==> config.mk <==
export PLATFORM = sky130hd
export DESIGN_NAME = id_ex_pipe
export DESIGN_NICKNAME = d
export VERILOG_FILES = /design/src/rtl/wisc_pkg.sv /design/src/rtl/idex_hazard_detect.sv /design/src/rtl/id_ex_pipe.sv
export SDC_FILE = /design/constraint.sdc
export NUM_CORES = 1
export LEC_CHECK = 0
export CAP_MARGIN = 25
export CORE_MARGIN = 2
export CORE_UTILIZATION = 50
export CTS_CLUSTER_SIZE = 20
export DETAILED_ROUTE_END_ITERATION = 16
export DONT_BUFFER_PORTS = 1
export GPL_ROUTABILITY_DRIVEN = 0
export SYNTH_ARGS = -nofsm -noshare
export SYNTH_HDL_FRONTEND = slang
export SYNTH_SLANG_ARGS = --single-unit
==> constraint.sdc <==
create_clock -name clk -period 2.5 [get_ports clk]
set_clock_uncertainty 0.2 [all_clocks]
set_input_delay 0.375 -clock clk [delete_from_list [all_inputs] [get_ports clk]]
set_output_delay 0.375 -clock clk [all_outputs]
set_load 0.02 [all_outputs]
==> src/rtl/wisc_pkg.sv <==
// wisc_pkg: shared widths, opcodes, control-field indices and the ID/EX payload type.
package wisc_pkg;
  localparam int DATA_W = 16;
  localparam int REG_W = 4;
  localparam int CTRL_W = 7;
  localparam int CTRL_REG_WRITE = 6;
  localparam int CTRL_MEM_READ = 5;
  localparam int CTRL_MEM_WRITE = 4;
  localparam int CTRL_MEM_TO_REG = 3;
  localparam int CTRL_ALU_SRC = 2;
  localparam int CTRL_PCS = 1;
  localparam int CTRL_HALT = 0;
  localparam logic [3:0] OP_ADD = 4'h0;
  localparam logic [3:0] OP_SUB = 4'h1;
  localparam logic [3:0] OP_XOR = 4'h2;
  localparam logic [3:0] OP_RED = 4'h3;
  localparam logic [3:0] OP_SLL = 4'h4;
  localparam logic [3:0] OP_SRA = 4'h5;
  localparam logic [3:0] OP_ROR = 4'h6;
  localparam logic [3:0] OP_PADDSB = 4'h7;
  localparam logic [3:0] OP_LW = 4'h8;
  localparam logic [3:0] OP_SW = 4'h9;
  localparam logic [3:0] OP_LHB = 4'hA;
  localparam logic [3:0] OP_LLB = 4'hB;
  localparam logic [3:0] OP_B = 4'hC;
  localparam logic [3:0] OP_BR = 4'hD;
  localparam logic [3:0] OP_PCS = 4'hE;
  localparam logic [3:0] OP_HLT = 4'hF;
  typedef struct packed {
    logic              valid;
    logic [3:0]        opcode;
    logic [REG_W-1:0]  rs;
    logic [REG_W-1:0]  rt;
    logic [REG_W-1:0]  rd;
    logic [DATA_W-1:0] rs_data;
    logic [DATA_W-1:0] rt_data;
    logic [DATA_W-1:0] imm;
    logic [DATA_W-1:0] pc_plus2;
    logic [CTRL_W-1:0] ctrl;
  } idex_t;
endpackage

==> src/rtl/idex_hazard_detect.sv <==
// idex_hazard_detect: load-use hazard between the load in EX and the instruction in ID.
module idex_hazard_detect
  import wisc_pkg::*;
(
  input  logic             ex_valid,
  input  logic             ex_mem_read,
  input  logic [REG_W-1:0] ex_rd,
  input  logic             id_valid,
  input  logic             id_uses_rs,
  input  logic             id_uses_rt,
  input  logic             id_mem_write,
  input  logic [REG_W-1:0] id_rs,
  input  logic [REG_W-1:0] id_rt,
  output logic             hz
);
  logic rs_hit, rt_hit;
  assign rs_hit = id_uses_rs && (ex_rd == id_rs);
  assign rt_hit = id_uses_rt && (ex_rd == id_rt);
  // a store needing the load result only as its data gets it by MEM-to-MEM forwarding
  assign hz = ex_valid && ex_mem_read && (ex_rd != '0) && id_valid
              && (rs_hit || (rt_hit && !id_mem_write));
endmodule

==> src/rtl/id_ex_pipe.sv <==
// id_ex_pipe: ID/EX register with load-use bubble insertion, hold and flush.
// IDEX_PERF_CNT_EN adds saturating stall/flush counters; otherwise they read 0.
module id_ex_pipe
  import wisc_pkg::*;
(
  input  logic              clk,
  input  logic              rst_n,
  input  logic              id_valid,
  input  logic [3:0]        id_opcode,
  input  logic [REG_W-1:0]  id_rs,
  input  logic [REG_W-1:0]  id_rt,
  input  logic [REG_W-1:0]  id_rd,
  input  logic              id_uses_rs,
  input  logic              id_uses_rt,
  input  logic [DATA_W-1:0] id_rs_data,
  input  logic [DATA_W-1:0] id_rt_data,
  input  logic [DATA_W-1:0] id_imm,
  input  logic [DATA_W-1:0] id_pc_plus2,
  input  logic [CTRL_W-1:0] id_ctrl,
  input  logic              flush,
  input  logic              hold,
  output logic              stall_o,
  output logic              ex_valid,
  output logic [3:0]        ex_opcode,
  output logic [REG_W-1:0]  ex_rs,
  output logic [REG_W-1:0]  ex_rt,
  output logic [REG_W-1:0]  ex_rd,
  output logic [DATA_W-1:0] ex_rs_data,
  output logic [DATA_W-1:0] ex_rt_data,
  output logic [DATA_W-1:0] ex_imm,
  output logic [DATA_W-1:0] ex_pc_plus2,
  output logic [CTRL_W-1:0] ex_ctrl,
  output logic [15:0]       stall_cnt,
  output logic [15:0]       flush_cnt
);
  idex_t q, cap, nxt;
  logic hz;
  idex_hazard_detect u_hz (
    .ex_valid    (q.valid),
    .ex_mem_read (q.ctrl[CTRL_MEM_READ]),
    .ex_rd       (q.rd),
    .id_valid    (id_valid),
    .id_uses_rs  (id_uses_rs),
    .id_uses_rt  (id_uses_rt),
    .id_mem_write(id_ctrl[CTRL_MEM_WRITE]),
    .id_rs       (id_rs),
    .id_rt       (id_rt),
    .hz          (hz)
  );
  assign stall_o = hz && !flush && !hold;
  always_comb begin
    cap = '{valid: id_valid, opcode: id_opcode, rs: id_rs, rt: id_rt, rd: id_rd,
            rs_data: id_rs_data, rt_data: id_rt_data, imm: id_imm,
            pc_plus2: id_pc_plus2, ctrl: id_valid ? id_ctrl : '0};
    nxt = (flush || (hz && !hold)) ? '0 : hold ? q : cap;
  end
  always_ff @(posedge clk or negedge rst_n)
    if (!rst_n) q <= '0;
    else q <= nxt;
  assign ex_valid    = q.valid;
  assign ex_opcode   = q.opcode;
  assign ex_rs       = q.rs;
  assign ex_rt       = q.rt;
  assign ex_rd       = q.rd;
  assign ex_rs_data  = q.rs_data;
  assign ex_rt_data  = q.rt_data;
  assign ex_imm      = q.imm;
  assign ex_pc_plus2 = q.pc_plus2;
  assign ex_ctrl     = q.ctrl;
`ifdef IDEX_PERF_CNT_EN
  logic [15:0] s_cnt, f_cnt;
  always_ff @(posedge clk or negedge rst_n)
    if (!rst_n) begin
      s_cnt <= '0;
      f_cnt <= '0;
    end else begin
      if (stall_o && s_cnt != 16'hFFFF) s_cnt <= s_cnt + 16'd1;
      if (flush && f_cnt != 16'hFFFF) f_cnt <= f_cnt + 16'd1;
    end
  assign stall_cnt = s_cnt;
  assign flush_cnt = f_cnt;
`else
  assign stall_cnt = '0;
  assign flush_cnt = '0;
`endif
endmodule

# ---- Yosys cells after proc, flatten, opt, wreduce, memory -nomap -nowiden
# Cells that the tools add are included.
dict set report classes {
  n_eq_ne 3
  n_mux 3
  n_reduce_logical 16
}
# op count
set op_table {}
lappend op_table {{88-bit two-way mux} 2}
lappend op_table {{1-bit logical AND} 10}
lappend op_table {{4-bit == test} 2}
lappend op_table {{7-bit two-way mux} 1}
lappend op_table {{4-bit nonzero test} 1}
lappend op_table {{1-bit zero test} 3}
lappend op_table {{1-bit logical OR} 2}
lappend op_table {{2-bit by 1-bit != test with 1-bit output, second input constant} 1}
dict set report totals {
  register_bits 88
  output_inout_bits 121
  wordCells 32
}

# ---- Logic depth before layout (Yosys ltp)
# Gate-level depths: netlist of run 1.
dict set report depth {
  ltp_word 8
  mapped_depth 8
  depth_no_buf 4
}

# ---- Hierarchy
# From an unflattened synthesis of run 1, not the netlist that was laid out.
dict set report hier_totals {
  hier_cells 439
  area_unflattened_um2 4321.6
}
# mod n_inst cells_each area_each_um2
set by_module_without_submodules {}
lappend by_module_without_submodules {id_ex_pipe 1 424 4209.0}
lappend by_module_without_submodules {idex_hazard_detect 1 15 112.6}

# ---- Worst setup path before layout of run 1
# OpenSTA, ideal clock, no wires.
dict set report synth_timing {
  path_kind {input to output}
  startpoint {input port flush}
  endpoint {output port stall_o}
  arrival_ns 1.486
  path_slack_ns 0.439
  stages 4
  path_buffers 3
  cell_sequence {clkbuf_1 -> clkbuf_1 -> clkbuf_1 -> a21oi_1}
}
dict set report synth_via {
  elab_chain_cells 3
}
# element line_no
set synth_lines {}
lappend synth_lines {{start, declared} id_ex_pipe.sv:20} ;# input logic flush,
lappend synth_lines {{1-bit zero test} id_ex_pipe.sv:50} ;# assign stall_o = hz && !flush && !hold;
lappend synth_lines {{1-bit logical AND (2 in a row)} id_ex_pipe.sv:50}
lappend synth_lines {{end, declared} id_ex_pipe.sv:22} ;# output logic stall_o,
# Every way passes these cells.

# ---- Final worst setup path of run 1
dict set report layout_timing {
  startpoint {register q (netlist bit ex_rd[1])}
  endpoint {register q (netlist bit ex_rt_data[9])}
}
dict set report layout_via {
  elab_chain_cells 8
}
# element line_no
set layout_lines {}
lappend layout_lines {{start, declared} id_ex_pipe.sv:36} ;# idex_t q, cap, nxt;
lappend layout_lines {{start signal, assigned} id_ex_pipe.sv:59} ;# else q <= nxt;
lappend layout_lines {{4-bit == test} idex_hazard_detect.sv:18} ;# assign rt_hit = id_uses_rt && (ex_rd == id_rt);
lappend layout_lines {{1-bit logical AND} idex_hazard_detect.sv:18}
lappend layout_lines {{1-bit logical AND} idex_hazard_detect.sv:21} ;# && (rs_hit || (rt_hit && !id_mem_write));
lappend layout_lines {{1-bit logical OR} idex_hazard_detect.sv:21}
lappend layout_lines {{1-bit logical AND (*)} idex_hazard_detect.sv:21}
lappend layout_lines {{1-bit logical AND (*)} id_ex_pipe.sv:55} ;# nxt = (flush || (hz && !hold)) ? '0 : hold ? q : cap;
lappend layout_lines {{1-bit logical OR (*)} id_ex_pipe.sv:55}
lappend layout_lines {{2-bit by 1-bit != test with 1-bit output (no source line) or 88-bit two-way mux (tied branches)} n/a}
# Mark *: on every way between the ends. The rest lies on a longest branch, timed or not.
# A chain may end at the register's enable or synchronous reset.

==> metrics.txt, run 1 <==
status=finished with violations; failing checks=hold timing; Final Core Density=a little over half; DRT antenna net count=0; post-synthesis simple-gate area fraction=19.5%; mux contribution to synthesized area=a little under a fifth; nature of the critical path endpoint=flip-flop; DR pass1 iterations=4; post-place setup slack=around 0.23 ns; post-synth top area share=between 40 and 50%; reg2reg setup slack=0.22 ns; clk sink count=88; fin crit period=2.28 ns; share of layout cells above drive strength 1=between 10% and 20%; Initial Util=51.3%; initial antenna violation count=0; Yosys reg bits=88; CP Class=flip-flop to flip-flop; main combinational cell family by area after synthesis=simple AND/OR/NAND/NOR gates; # rows=34; final wirelength=9760 um; Seq/Total Area, Yosys=between 40% and 50%; startpoint types=flip-flop; Lkg Pwr=~0.0022 uW; root buffer selected by CTS=clkbuf_8; area leader, netlist=dfrtp_1; DIE WIDTH=between 90 and 100 um; Antenna Diode Count=0; via/cell ratio=between 6 and 7; Setup Viol. Count Final=0; GRT overflow=0; pin count of the biggest net entering global routing=97; f_max=about 440 MHz; RSZ-0062 raised after global routing=false; Pwr per Cell Area=652 nW/um^2; IO Count=~220; Hold Path Class=primary input to asynchronous set/reset pin; post-synthesis adder-cell area fraction=0%; area grow syn2layout=2.93%; post-synthesis compound-gate area fraction=~1.4%; WP data required=between 2 and 3 ns; die area=between 9000 and 10,000 um^2; Worst-Margin Slew=around 0.57 ns; Placed Cells=between 400 and 500; Max VDD drop=0.272 mV; drt drc=0; Vias=about 2,800; Synth Area in XOR/XNOR=0.978%; CTS buffer count=9; final setup margin=roughly 0.22 ns; TNS Setup=0 ns; postcts setup bufs=0; crit-path max FO=48; layout net count=450; clk buf depth=2; post-route clock period utilization=roughly nine tenths; Final Hold Viols=~180; vias in the first global route=between 2,000 and 3,000; Worst-path clk slew=0.10 ns; mean post-synth cell area=11.8 um^2; FF-to-FF path depth=4; WP data arrival=2.31 ns; Post-DP HPWL=6100 um; DRT iter0 DRCs=approximately 110; Total GRT Usage=roughly 20%; Non-Filler Instances=469; Die Ht=slightly below 100 um; Max Cap Violations=0; IO buf count=0; drt wl/cell=20.8 um; Synthesis Warnings=0; synthesized area=approximately 4500 um^2; Slew HR=62.1%; distinct cell type count after synthesis=27; TritonCTS clock tree=done; later-pin clock latency in the skew report=~0.35 ns; htree depth=3; final hold slack=-0.501 ns; Max Slew Vio Count=0; Post-Syn Instances=378; Core Box Area=between 8000 and 9000 um^2; dominant cells by area after synthesis=dfrtp_1 49%, mux2i_1 18%, nor4_2 8.4%; first-pass GRT wire length=roughly 16,000 um
## cells in the final DEF (no fill, tap or decap), drive strengths merged, types with 2 or more instances in the layout
cell type / n
buf: 11
inv: 7
mux2i: 81
clkbuf: 9
nor2: 9
conb: 32
nand4: 2
xnor2: 2
a21oi: 8
nor4: 89
nand2: 7
xor2: 3
nand2b: 2
bufinv: 2
dfrtp: 88
## Yosys cell counts
cell type	number
and4_1	1
and3_1	1
nor2b_1	1
a21oi_1	8
nor2_1	9
nor4_1	59
nand4_1	2
inv_1	3
buf_1	3
nand4b_1	1
nand2b_1	2
mux2i_1	81
xor2_1	3
buf_6	5
dfrtp_1	88
clkbuf_2	1
o2111a_1	1
nand2_1	7
buf_2	15
a222oi_1	1
nor3_1	1
nor4b_1	1
nor4_2	30
conb_1	1
buf_4	35
xnor2_1	2
clkbuf_1	16
## path summary, 6_finish.rpt
kind,start,end
worst max register to register,ex_rd[1],ex_rt_data[9]
worst max-delay path,ex_rd[1],ex_rt_data[9]
worst min register to register,ex_ctrl[2],ex_ctrl[2]
max in group asynchronous,rst_n,ex_rs[2]
min in group clk,flush,ex_rt_data[7]
worst min-delay path,rst_n,ex_imm[14]
## registers in the layout, summed over array words and instances, names as in the netlist
name         flops
ex_imm          16
ex_rd            4
ex_pc_plus2     16
ex_rs            4
ex_valid         1
ex_rs_data      16
ex_rt_data      16
ex_ctrl          7
ex_rt            4
ex_opcode        4
## metal layers
layer	track usage [%]	vias up	part of all wire [%]
met5	0	-	0
met4	7.59	0	1.5
met3	7.02	13	9.3
met2	31.3	133	49
met1	25.3	1392	40
li1	-	1287	-
## repair_timing
action | CTS | global route
resized for setup | 0 | 1
hold endpoints to repair | 176 | 176
endpoints found under the setup margin | 0 | 1
## power by group
| part | switching (uW) | total, uW | leakage (uW) | internal, uW |
|---|---|---|---|---|
| Clock | 539 | 1120 | 0.000115 | 576 |
| Sequential | 152 | 1650 | 0.00117 | 1500 |
| Combinational | 119 | 236 | 0.000882 | 116 |
| Total | 810 | 3000 | 0.00217 | 2190 |
## per-stage QoR
| step | area [um^2] | power (uW) |
|---|---|---|
| after floorplan | 4590 | 1970 |
| after global placement | 4350 | 1910 |
| after detailed placement | 4380 | 1920 |
| after CTS | 4600 | 3040 |
| after global routing | 4610 | 3140 |
| final | 4610 | 3000 |
## cell families (layout without fill, tap and decap cells)
group / after synthesis / count (layout)
flip-flops: 88 / 88
XOR/XNOR: 5 / 5
AO/OA/AOI/OAI: 10 / 10
AND/OR/NAND/NOR: 115 / 115
multiplexers: 81 / 81
buffers and inverters: 78 / 30
other: 1 / 32
## critical path, stage by stage, from the launching register on
cell and delay, ns:
dfrtp_1 0.45, a222oi_1 0.39, and4_4 0.68, buf_16 0.31
nor4_1 0.09
## final cells by class
class	instances	area, um^2
timing repair buffer	11	115
tap	108	135
multi-input combinational	243	1920
clock buffer	9	124
fill	784	4110
inverter	3	11.3
clock inverter	7	100
sequential	88	2200
No activity file was read; power rests on OpenSTA's default activity.
==> inputs of run 2 (changes only) <==
--- a/config.mk
+++ b/config.mk
@@ -6,7 +6,7 @@
 export NUM_CORES = 1
 export LEC_CHECK = 0
 export CAP_MARGIN = 25
-export CORE_MARGIN = 2
+export CORE_MARGIN = 3
 export CORE_UTILIZATION = 50
 export CTS_CLUSTER_SIZE = 20
 export DETAILED_ROUTE_END_ITERATION = 16
==> metrics.txt, run 2 (same netlist as run 1, synthesis figures left out) <==
CP max stage delay=0.55 ns (-0.13 ns); die area=10,100 um^2 (+4.1%); layout net count=455 (+1.1%); clk buf depth=2 (unchanged); WP data arrival=1.81 ns (-0.50 ns); Setup Viol. Count Final=0 (unchanged); CP delay by family, top=compound AO/OA/AOI/OAI gates; nature of the critical path endpoint=primary output; Total GRT Usage=19.7% (-0.17 points); most common cell after layout, fill and taps aside=dfrtp_1; WP data required=1.92 ns (-0.61 ns); DRT iter0 DRCs=126 (+13%); register share of total power=59.3% (+4.3 points); DRT antenna net count=0 (unchanged); sum of buffers and inverters on the critical path=0 (-1); pin count of the biggest net entering global routing=97 (unchanged); area grow syn2layout=3.86%; Max Cap Violations=0 (unchanged); Pwr per Cell Area=603 nW/um^2 (-7.4%); Vias=2,866 (+1.5%); failing checks=hold timing; Int Pwr=2010 uW (-8.1%); first-pass GRT wire length=15,900 um (+2.4%); Worst-path clk slew=0.09 ns (about the same); fin crit period=2.39 ns (+0.101 ns); crit-path max FO=6 (-88%); root buffer selected by CTS=clkbuf_8; vias in the first global route=2,907 (+0.41%); Antenna Diode Count=0 (unchanged); clk sink count=88 (unchanged); GRT overflow=0 (unchanged); Max Slew Vio Count=0 (unchanged); initial antenna violation count=0 (unchanged); Post-DP HPWL=6540 um (+7.2%); final setup margin=0.115 ns (-0.101 ns); CTS buffer count=9 (unchanged); Max VDD drop=0.268 mV (-1.2%); IO Count=215 (unchanged); Seq. cell area=2210 um^2 (+0.17%); TritonCTS clock tree=done; Clock power frac=32.2% (-4.9 points); post-cts hold buffer count=8; switching portion of total power=28.2% (+1.2 points); share of layout cells above drive strength 1=16.4% (-0.23 points); Psw=790 uW (-2.5%); Core Box Area=8460 um^2 (-2.9%); Die Ht=101 um (+2.0%); post-place setup slack=0.307 ns (+0.0756 ns); later-pin clock latency in the skew report=0.34 ns (about the same); TNS Setup=0 ns (unchanged); CP Class=flip-flop to primary output; final wirelength=10,300 um (+5.6%); Lkg Pwr=0.00218 uW (+0.52%); IO buf count=0 (unchanged); drt wl/cell=21.9 um (+5.1%); Initial Util=52.9% (+1.6 points); htree depth=3 (unchanged); area taken by multi-input logic gates=1930 um^2 (+0.46%); drt drc=0 (unchanged); status=finished with violations; # rows=33 (-2.9%); Final Hold Viols=168 (-4.5%); f_max=419 MHz (-4.2%); via/cell ratio=6.08 (+1.0%); final hold slack=-0.486 ns (+0.0144 ns); Logic pwr share=8.5% (+0.6 points); DIE WIDTH=101 um (+2.0%); commonest cells after routing, fill and taps aside=85 x dfrtp_1, 81 x mux2i_1, 59 x nor4_1; CP Cell Sequence=a222oi_1, nand4_1, a21oi_2; DR pass1 iterations=5 (+1); startpoint types=flip-flop; post-route clock period utilization=95.4% (+4.1 points); CP max-delay cell=dfrtp_1; fillers=751 (-4.2%); Hold Path Class=primary input to asynchronous set/reset pin
==> run 2: changes by cell type in the layout (fill, tap and decap cells not counted), moves of 2 or more <==
cell           before  now
dlygate4sd3_1       0    8
buf_4               9    4
buf_12              1    4
dfrtp_1            88   85
dfrtp_2             0    3
inv_6               4    1
bufinv_16           2    0
clkinv_4            0    2
==> run 2: what timing repair did <==
action | in CTS | in global routing
endpoints found under the setup margin | 1 | 9
hold endpoints to repair | 176 | 168
setup buffers | 0 | 2
gates resized for setup | 1 | 4
pin swaps | 0 | 2
==> run 2: through the flow <==
step	area, um^2	hold WS [ns]	cells	power [uW]	util [%]
floorplan	4590	-0.121	409	1970	-
global placement	4360	-0.118	445	1910	51.5
detailed placement	4360	-0.118	445	1920	51.5
CTS	4620	-0.507	469	2840	54.6
global route	4650	-0.514	471	2940	54.9
finish	4650	-0.486	471	2800	54.9
==> run 2: power groups by stage <==
stage	clock network, uW	registers [uW]	logic [uW]
floorplan	0	1670	298
global placement	0	1690	221
detailed placement	0	1690	228
CTS	939	1660	238
global route	1010	1670	265
finish	904	1660	238
==> run 2: cell type report <==
| class | instances | share of cell area (%) |
|---|---|---|
| clock buffer | 10 | 2.96 |
| sequential | 88 | 47.4 |
| clock inverter | 6 | 0.942 |
| inverter | 3 | 0.242 |
| multi-input combinational | 243 | 41.5 |
| timing repair buffer | 16 | 4.09 |
| tap | 105 | 2.83 |
==> run 2: final timing paths <==
check	end	slack (ns)	cells past startpoint	from
max	stall_o	0.11	3	ex_rd[2]
max in group asynchronous	ex_rd[0]	2.41	0	rst_n
min reg2reg	ex_imm[12]	0.51	2	ex_imm[12]
max reg2reg	ex_rs[1]	0.12	4	ex_rd[2]
min in group clk	ex_rs_data[0]	-0.11	1	flush
min	ex_rt_data[6]	-0.49	0	rst_n
==> run 2: per-layer routing <==
| metal | wire (um) | up-vias | GRT usage, % |
|---|---|---|---|
| li1 | - | 1298 | - |
| met1 | 4060 | 1399 | 25.4 |
| met2 | 4840 | 151 | 30.4 |
| met3 | 1230 | 18 | 7.40 |
| met4 | 175 | 0 | 6.74 |
| met5 | 0 | - | 0 |
==> inputs of run 3 (changes only) <==
--- a/config.mk
+++ b/config.mk
@@ -6,6 +6,7 @@
 export NUM_CORES = 1
 export LEC_CHECK = 0
 export CAP_MARGIN = 25
+export CORE_ASPECT_RATIO = 0.8
 export CORE_MARGIN = 3
 export CORE_UTILIZATION = 50
 export CTS_CLUSTER_SIZE = 20
==> metrics.txt, run 3 (same netlist as run 1, synthesis figures left out) <==
vias in the first global route=2,796 (-3.8%); WP data required=1.92 ns (about the same); Non-Filler Instances=473 (+0.42%); Pwr per Cell Area=654 nW/um^2 (+8.5%); Lkg Pwr=0.00217 uW (-0.49%); area taken by multi-input logic gates=1930 um^2 (about the same); Final Core Density=54.0% (-0.97 points); DRT iter0 DRCs=182 (+44%); Max VDD drop=0.374 mV (+39%); status=finished with violations; WP data arrival=1.79 ns (-0.02 ns); Seq. cell area=2200 um^2 (-0.11%); area grow syn2layout=3.61%; drt wl/cell=21.3 um (-2.5%); drt drc=0 (unchanged); r2r endpoint=ex_pc_plus2[15]; layout net count=450 (-1.1%); CTS buffer count=9 (unchanged); Placed Cells=457 (+2.7%); startpoint types=flip-flop; Antenna Diode Count=0 (unchanged); reg2reg start=ex_rd[0]; Post-DP HPWL=6680 um (+2.0%); final hold slack=-0.480 ns (+0.00634 ns); final wirelength=10,100 um (-2.1%); CP Cell Sequence=a222oi_1, nand4_1, a21oi_4; crit-path max FO=6 (unchanged); CP max stage delay=0.54 ns (about the same); # rows=30 (-9.1%); post-place setup slack=0.251 ns (-0.0563 ns); Core Box Area=8600 um^2 (+1.6%); reg2reg setup slack=0.26 ns (+0.14 ns); f_max=423 MHz (+0.89%); later-pin clock latency in the skew report=0.34 ns (about the same); failing checks=hold timing; Initial Util=52.1% (-0.81 points); Die Ht=90.6 um (-9.9%); IO buf count=0 (unchanged); TNS Setup=0 ns (unchanged); post-route clock period utilization=94.6% (-0.84 points); Max Cap Violations=0 (unchanged); commonest cells after routing, fill and taps aside=87 x dfrtp_1, 81 x mux2i_1, 59 x nor4_1; FF-to-FF path depth=5 (+1); DR pass1 iterations=4 (-1); Total GRT Usage=19.2% (-0.44 points); root buffer selected by CTS=clkbuf_8; share of layout cells above drive strength 1=16.6% (+0.23 points); pin count of the biggest net entering global routing=97 (unchanged); GRT overflow=0 (unchanged); CP max-delay cell=dfrtp_1; Hold Path Class=primary input to asynchronous set/reset pin; fillers=774 (+3.1%); Max Slew Vio Count=0 (unchanged); Vias=2,867 (+0.035%); htree depth=3 (unchanged); initial antenna violation count=0 (unchanged); IO Count=215 (unchanged); fin crit period=2.36 ns (-0.0211 ns); clk buf depth=2 (unchanged); die area=10,100 um^2 (about the same); DRT antenna net count=0 (unchanged); first-pass GRT wire length=15,800 um (-0.74%); via/cell ratio=6.06 (-0.39%); nature of the critical path endpoint=primary output; TritonCTS clock tree=done; Final Hold Viols=176 (+4.8%); clk sink count=88 (unchanged); CP Class=flip-flop to primary output; final setup margin=0.136 ns (+0.0211 ns); RSZ-0062 raised after global routing=false; postcts setup bufs=0 (unchanged); most common cell after layout, fill and taps aside=dfrtp_1; DIE WIDTH=112 um (+11%); Setup Viol. Count Final=0 (unchanged); Worst-path clk slew=0.09 ns (about the same)
==> run 3: cell count changes in the layout (fill, tap and decap cells not counted), moves of 2 or more <==
cell / before / now
dfrtp_2: 3 / 1
dlygate4sd3_1: 8 / 0
buf_4: 4 / 8
bufinv_16: 0 / 3
clkinv_4: 2 / 0
dfrtp_1: 85 / 87
==> run 3: where the power goes <==
part | switching, uW | internal (uW)
registers | 161 | 1500
clock network | 486 | 661
logic | 116 | 112
total | 763 | 2270
==> run 3: worst max-delay path by stage <==
stage                                 end  slack, ns      from  cells past startpoint
after global routing              stall_o       0.02  ex_rd[2]                      3
after global placement       ex_opcode[0]       0.31  ex_rd[3]                      5
after detailed placement  ex_pc_plus2[15]       0.25  ex_rd[0]                      5
after CTS                         stall_o       0.02  ex_rd[3]                      4
after floorplan                   stall_o       0.44     flush                      4
final                             stall_o       0.14  ex_rd[2]                      3
==> run 3: final cells by class <==
cell class | count | share of cell area (%)
flip-flops and latches | 88 | 47.5
clock inverters | 6 | 2.32
clock buffers | 10 | 2.75
repair buffers | 11 | 2.59
well taps | 112 | 3.02
multi-input cells | 243 | 41.6
inverters | 3 | 0.243
==> run 3: metrics by stage <==
step	area, um^2	hold slack (ns)	total power (uW)
after CTS	4630	-0.507	3080
final	4640	-0.480	3040
after global routing	4640	-0.514	3180
after detailed placement	4390	-0.119	1920
after floorplan	4590	-0.121	1970
after global placement	4390	-0.119	1910
==> run 3: what timing repair did <==
item,4_1_cts,5_1_grt
endpoints found under the setup margin,0,1
gates resized for setup,0,3
endpoints found under the hold margin,176,176
==> run 3: critical path, delay by kind of cell, from the launching register on <==
family	cells	cell delay [ns]
AND/OR/NAND/NOR	1	0.21
AO/OA/AOI/OAI	2	0.70
flip-flops	1	0.54
==> run 3: per-layer routing <==
metal | vias to the layer above | track usage, % | routed length [um]
li1 | 1281 | - | -
met5 | - | 0 | 0
met2 | 164 | 29.4 | 4760
met1 | 1409 | 24.2 | 3950
met4 | 0 | 4.26 | 121
met3 | 13 | 10.3 | 1260
